[src/rtl/pc_sequencer_pkg.sv]
// pc_sequencer_pkg: next-PC opcode encodings and default vectors for the fetch sequencer.
package pc_sequencer_pkg;
    localparam int NPCOp_len = 2;
    localparam logic [NPCOp_len-1:0] NPC_PC4 = 2'd0;
    localparam logic [NPCOp_len-1:0] NPC_B   = 2'd1;
    localparam logic [NPCOp_len-1:0] NPC_J   = 2'd2;
    localparam logic [NPCOp_len-1:0] NPC_JR  = 2'd3;
    localparam logic [31:0] DEF_RESET_PC  = 32'h0000_3000;
    localparam logic [31:0] DEF_EX_VECTOR = 32'h0000_4180;
endpackage

[src/rtl/return_addr_stack.sv]
// return_addr_stack: circular return-address stack; overflow overwrites the oldest entry, empty pops are ignored.
module return_addr_stack #(
    parameter int DEPTH = 4,
    parameter int W     = 32
) (
    input  logic         clk,
    input  logic         reset,
    input  logic         push,
    input  logic         pop,
    input  logic [W-1:0] din,
    output logic [W-1:0] top,
    output logic         valid
);
    localparam int AW = $clog2(DEPTH);
    logic [W-1:0]  r_mem [DEPTH];
    logic [AW-1:0] r_ptr;
    logic [AW:0]   r_cnt;
    logic          w_full;
    logic [AW-1:0] w_widx;
    assign valid  = r_cnt != '0;
    assign top    = valid ? r_mem[r_ptr] : '0;
    assign w_full = r_cnt == (AW+1)'(DEPTH);
    // A simultaneous push/pop replaces the top in place instead of moving the pointer.
    assign w_widx = pop ? r_ptr : r_ptr + AW'(1);
    always_ff @(posedge clk) begin
        if (reset) begin
            r_ptr <= '0;
            r_cnt <= '0;
        end else if (push && pop) begin
            if (!valid) r_cnt <= (AW+1)'(1);
        end else if (push) begin
            r_ptr <= w_widx;
            if (!w_full) r_cnt <= r_cnt + (AW+1)'(1);
        end else if (pop && valid) begin
            r_ptr <= r_ptr - AW'(1);
            r_cnt <= r_cnt - (AW+1)'(1);
        end
    end
    always_ff @(posedge clk) begin
        if (!reset && push) r_mem[w_widx] <= din;
    end
endmodule

[src/rtl/pc_sequencer.sv]
// pc_sequencer: registered fetch PC with exception/eret redirect, stall hold and a RAS-checked jr $31 predictor.
module pc_sequencer
    import pc_sequencer_pkg::*;
#(
    parameter logic [31:0] RESET_PC   = DEF_RESET_PC,
    parameter logic [31:0] EX_VECTOR  = DEF_EX_VECTOR,
    parameter int          DELAY_SLOT = 1,
    parameter int          RAS_DEPTH  = 4
) (
    input  logic                 clk,
    input  logic                 reset,
    input  logic                 stall,
    input  logic [NPCOp_len-1:0] NPCOp,
    input  logic                 ben,
    input  logic [25:0]          imm26,
    input  logic [31:0]          pcD,
    input  logic [31:0]          ra,
    input  logic                 call,
    input  logic                 ret,
    input  logic                 kernel,
    input  logic                 eret,
    input  logic [31:0]          epc,
    output logic [31:0]          pc,
    output logic [31:0]          pc8,
    output logic                 pc_misaligned,
    output logic [31:0]          ras_top,
    output logic                 ras_valid,
    output logic [31:0]          jr_count,
    output logic [31:0]          jr_mispred
);
    localparam logic [31:0] LINK = (DELAY_SLOT != 0) ? 32'd8 : 32'd4;
    logic [31:0] r_pc, r_jr_count, r_jr_mispred;
    logic [31:0] w_pc4, w_pcd4, w_br, w_j, w_npc;
    logic        w_en, w_miss;
    assign w_pc4  = r_pc + 32'd4;
    assign w_pcd4 = pcD + 32'd4;
    assign w_br   = w_pcd4 + {{14{imm26[15]}}, imm26[15:0], 2'b00};
    assign w_j    = {w_pcd4[31:28], imm26, 2'b00};
    always_comb begin
        w_npc = kernel ? EX_VECTOR :
                eret   ? epc :
                stall  ? r_pc :
                (NPCOp == NPC_B)  ? (ben ? w_br : w_pc4) :
                (NPCOp == NPC_J)  ? w_j :
                (NPCOp == NPC_JR) ? ra : w_pc4;
    end
    assign w_en   = !stall && !kernel && !eret;
    assign w_miss = !ras_valid || (ra != ras_top);
    return_addr_stack #(.DEPTH(RAS_DEPTH), .W(32)) u_ras (
        .clk   (clk),
        .reset (reset),
        .push  (w_en && call),
        .pop   (w_en && ret),
        .din   (pcD + LINK),
        .top   (ras_top),
        .valid (ras_valid)
    );
    always_ff @(posedge clk) begin
        if (reset) begin
            r_pc         <= RESET_PC;
            r_jr_count   <= '0;
            r_jr_mispred <= '0;
        end else begin
            r_pc <= w_npc;
            if (w_en && ret) begin
                if (r_jr_count != '1) r_jr_count <= r_jr_count + 32'd1;
                if (w_miss && r_jr_mispred != '1) r_jr_mispred <= r_jr_mispred + 32'd1;
            end
        end
    end
    assign pc            = r_pc;
    assign pc8           = r_pc + LINK;
    assign pc_misaligned = r_pc[1:0] != 2'b00;
    assign jr_count      = r_jr_count;
    assign jr_mispred    = r_jr_mispred;
endmodule

[config.mk]
export PLATFORM = sky130hd
export DESIGN_NAME = pc_sequencer
export DESIGN_NICKNAME = d
export VERILOG_FILES = /design/src/rtl/pc_sequencer_pkg.sv /design/src/rtl/return_addr_stack.sv /design/src/rtl/pc_sequencer.sv
export SDC_FILE = /design/constraint.sdc
export NUM_CORES = 1
export LEC_CHECK = 0
export ABC_AREA = 1
export CELL_PAD_IN_SITES_DETAIL_PLACEMENT = 0
export CELL_PAD_IN_SITES_GLOBAL_PLACEMENT = 1
export CORE_ASPECT_RATIO = 0.75
export CORE_MARGIN = 2
export CORE_UTILIZATION = 38
export DETAILED_ROUTE_END_ITERATION = 10
export PLACE_DENSITY = 0.77
export RECOVER_POWER = 100
export SLEW_MARGIN = 10
export SYNTH_ARGS = -nofsm -noshare
export SYNTH_HDL_FRONTEND = slang
export SYNTH_SLANG_ARGS = --single-unit
[constraint.sdc]
create_clock -name clk -period 5 [get_ports clk]
set_input_delay 1 -clock clk [delete_from_list [all_inputs] [get_ports clk]]
set_output_delay 1 -clock clk [all_outputs]
set_load 0.01 [all_outputs]
==> impl_metrics.csv <==
group,metric,value,unit
cts,clkTransAtPathRegs,0.06,ns
worst_setup_path,end_kind,"register",
grt,antenna_found_initial,4,
power,ir_drop,0.2668,mV
cts,cts_tree,"built",
place,io_buffers,293,
die,die_y,186.8,um
worst_setup_path,slowest_delay,1.17,ns
yosys,yosysMostFrequentCell,"nand2_1",
cts,cts_hold_buf,0,
place,dp_slack,0.05076,ns
cts,htree_levels,1,
sta,min_period,4.567,ns
yosys,yosys_warnings,0,
sta,holdWs,0.4979,ns
die,pin_count,294,
cts,cts.sinks,231,
yosys,syn_inst,2580,
worst_setup_path,required,5.49,ns
yosys,synth.top_cell.area_share,22.70,%
sta,layout_setup_ws,0.4330,ns
cts,cts_resized,0,
grt,grt_pass1_wl,107800,um
power,power,5.084,mW
worst_setup_path,worstSetupStartpoint,"u_ras.r_cnt[0]",
sta,fin_skew,0.01807,ns
power,cellPowerDensity,237.7,nW/um^2
sta,hold_viol,0,
sta,setup_viol,0,
worst_setup_path,r2r_setup_slack,0.43,ns
sta,drv_slew,102,
drt,drt_iter0_drc,1782,
yosys,ys_seq_area_share,34.88,%
cts,clk_latency,0.57,ns
hold_path,min_path_type,"reg2reg",
worst_setup_path,crit_end,"jr_mispred[4]",
place,place_hpwl,58300,um
run,max_cap_viol_count,2,
yosys,syn_avg_cell_area,6.563,um^2
place,place_congestion,0.9671,
yosys,yosys-top-cells-area,"edfxtp_1, nand2_1, dfxtp_1",
yosys,synthesis.nets,2751,
yosys,netlist-cell-type-count,50,
drt,drcViolationCount,0,
sta,grt_setup_unrepaired,"false",
worst_setup_path,cpMostUsedCell,"nand2_1",
die,die_w,247.7,um
grt,grt_pass1_vias,16710,
layout,final_nets,3049,
drt,avgRoutedWirePerCell,21.19,um
yosys,ys_top_cells_by_count,"nand2_1, inv_1, nor2_1",
cts,numCtsBuffers,26,
sta,max_slew_margin,-8.823,%
worst_setup_path,critPathArrivalTime,5.06,ns
die,die_area,46280,um^2
layout,drive_gt1_share,3.934,%
drt,dr.pass1.iters,6,
grt,track_usage,31.16,%
cts,cts_root_buffer,"clkbuf_16",
cts,postCtsSetupRepairBufs,0,
layout,instances_no_fill,3479,
worst_setup_path,reg2reg_to,"jr_mispred[4]",
sta,worst_slew_pin_slew,1.628,ns
outcome,violations,"max-capacitance violations, max-slew violations",
grt,grt_max_degree,66,
drt,routed_wl,73730,um
worst_setup_path,rr_worst_depth,14,
outcome,status,"complete, but fails checks",
worst_setup_path,rr_startpoint,"u_ras.r_cnt[0]",
yosys,ys_seq_elements,231,
power,p_leak,9.592,nW
die,num_rows,66,
worst_setup_path,crit_chain,"nor2_1, nand2_1, buf_4, nand2_1, nand2_1, nand4_1, nor2_1, nand2_1, nor2_1, nand2_2, buf_4, nand2_1, nand2_1, a21oi_1",
yosys,synth_ff_type,"edfxtp_1",
sta,post-route-period-util,91.34,%
place,dpl.cell_count,3428,
worst_setup_path,cp_slowest_cell,"nand2_1",
die,initial_core_util,38.76,%
drt,viasPerCell,5.262,
drt,vias,18310,
die,coreArea,43680,um^2
drt,postRouteAntennaNets,0,
worst_setup_path,worstPathMaxFanout,35,
yosys,syn_area,16930,um^2
layout,syn2layout_area_growth,26.33,%
worst_setup_path,worst-setup-path-type,"reg2reg",
layout,fillCellCount,4547,
grt,gr-total-overflow,0,
worst_setup_path,start_kind,"register",
yosys,synth-async-reset-ratio,0,%
sta,setup_tns,0,ns
yosys,synth_edf_count,128,
cts,cts.path.max_buffers,3,
yosys,synth_top_cell_by_area,"edfxtp_1",
sta,fmax,0.2190,GHz
==> metrics by stage <==
step           instance area (um^2)  util [%]
2_1_floorplan                 16930         -
3_3_place_gp                  20630     47.22
3_5_place_dp                  20630     47.22
4_1_cts                       21450     49.11
5_1_grt                       21390     48.97
6_report                      21390     48.97
==> metal layers <==
metal  GRT usage, %  up-vias  routed length (um)  share of wire [%]
li1               -     8873                   -                  -
met3          6.255       87                6900                9.4
met4          6.149        0                1584                2.1
met1          47.27     8598               34780                 47
met5              0        -                   0                  0
met2          45.49      750               30460                 41
==> sequential cells by signal, summed over array words and instances (netlist names), named ones only <==
signal / count
pc: 30
jr_mispred: 32
u_ras.r_mem: 128
u_ras.r_cnt: 3
u_ras.r_ptr: 2
jr_count: 32
==> cells by family (layout without fill, tap and decap cells) <==
group                      count (synthesis)  count (layout)  share of synthesized area (%)
other                                      0               3                              0
buffers and inverters                    454             772                          10.67
xor gates and xnor gates                 134             134                          6.931
muxes                                      2               2                         0.1182
DFF                                      231             231                          34.88
and+or+nand+nor                         1428            1428                          35.18
AOI/OAI and AO/OA                        292             292                          9.252
adders and majority gates                 39              39                          2.971
==> report_power, final <==
group | switching, mW | internal (mW)
combinational | 0.707 | 0.392
clock | 0.858 | 1.06
sequential | 0.0387 | 2.03
==> layout by cell type (no fill, tap or decap), types with 5 or more instances in the layout <==
master and instances:
nand2_1 838, inv_1 364, nor2_1 230, nand3_1 207
dlygate4sd3_1 163, a21oi_1 152, clkdlybuf4s50_1 129, edfxtp_1 128
xor2_1 110, dfxtp_1 102, o21ai_0 94, nor3_1 60
buf_4 38, ha_1 37, nand4_1 36, clkbuf_16 26
xnor2_1 24, clkbuf_1 15, nor2_2 14, nand3b_1 12
clkinv_1 12, nor4_1 11, o211ai_1 9, o21ai_1 8
and2_1 6, clkbuf_2 6, inv_2 5
==> final cells by class <==
class                      instances  area [um^2]  share of cell area (%)
clock buffer                      29        661.9                   3.094
inverter                         374         1404                   6.563
clock inverter                    19        163.9                  0.7663
timing repair buffer             350         3296                   15.41
sequential                       231         5907                   27.61
antenna                            3        7.507                 0.03510
tap                              578        723.2                   3.381
multi-input combinational       1895         9228                   43.14
==> worst min path at each step <==
stage | start | end | slack [ns] | depth (start not counted)
6_report | jr_count[31] | jr_count[31] | 0.50 | 2
5_1_grt | register | register | 0.53 | 2
4_1_cts | u_ras.r_cnt[2] | u_ras.r_cnt[2] | 0.50 | 2
3_5_place_dp | jr_count[31] | jr_count[31] | 0.49 | 2
3_3_place_gp | jr_count[31] | jr_count[31] | 0.48 | 2
2_1_floorplan | u_ras.r_cnt[2] | u_ras.r_cnt[2] | 0.47 | 2
==> critical path: cells and delay by family, from the launching register on <==
family | cells | cell delay (ns)
flops | 1 | 0.41
compound gates | 1 | 0.17
buf+inv | 2 | 0.69
simple gates | 11 | 3.16
Note: power is estimated with default switching activity, not from simulation.
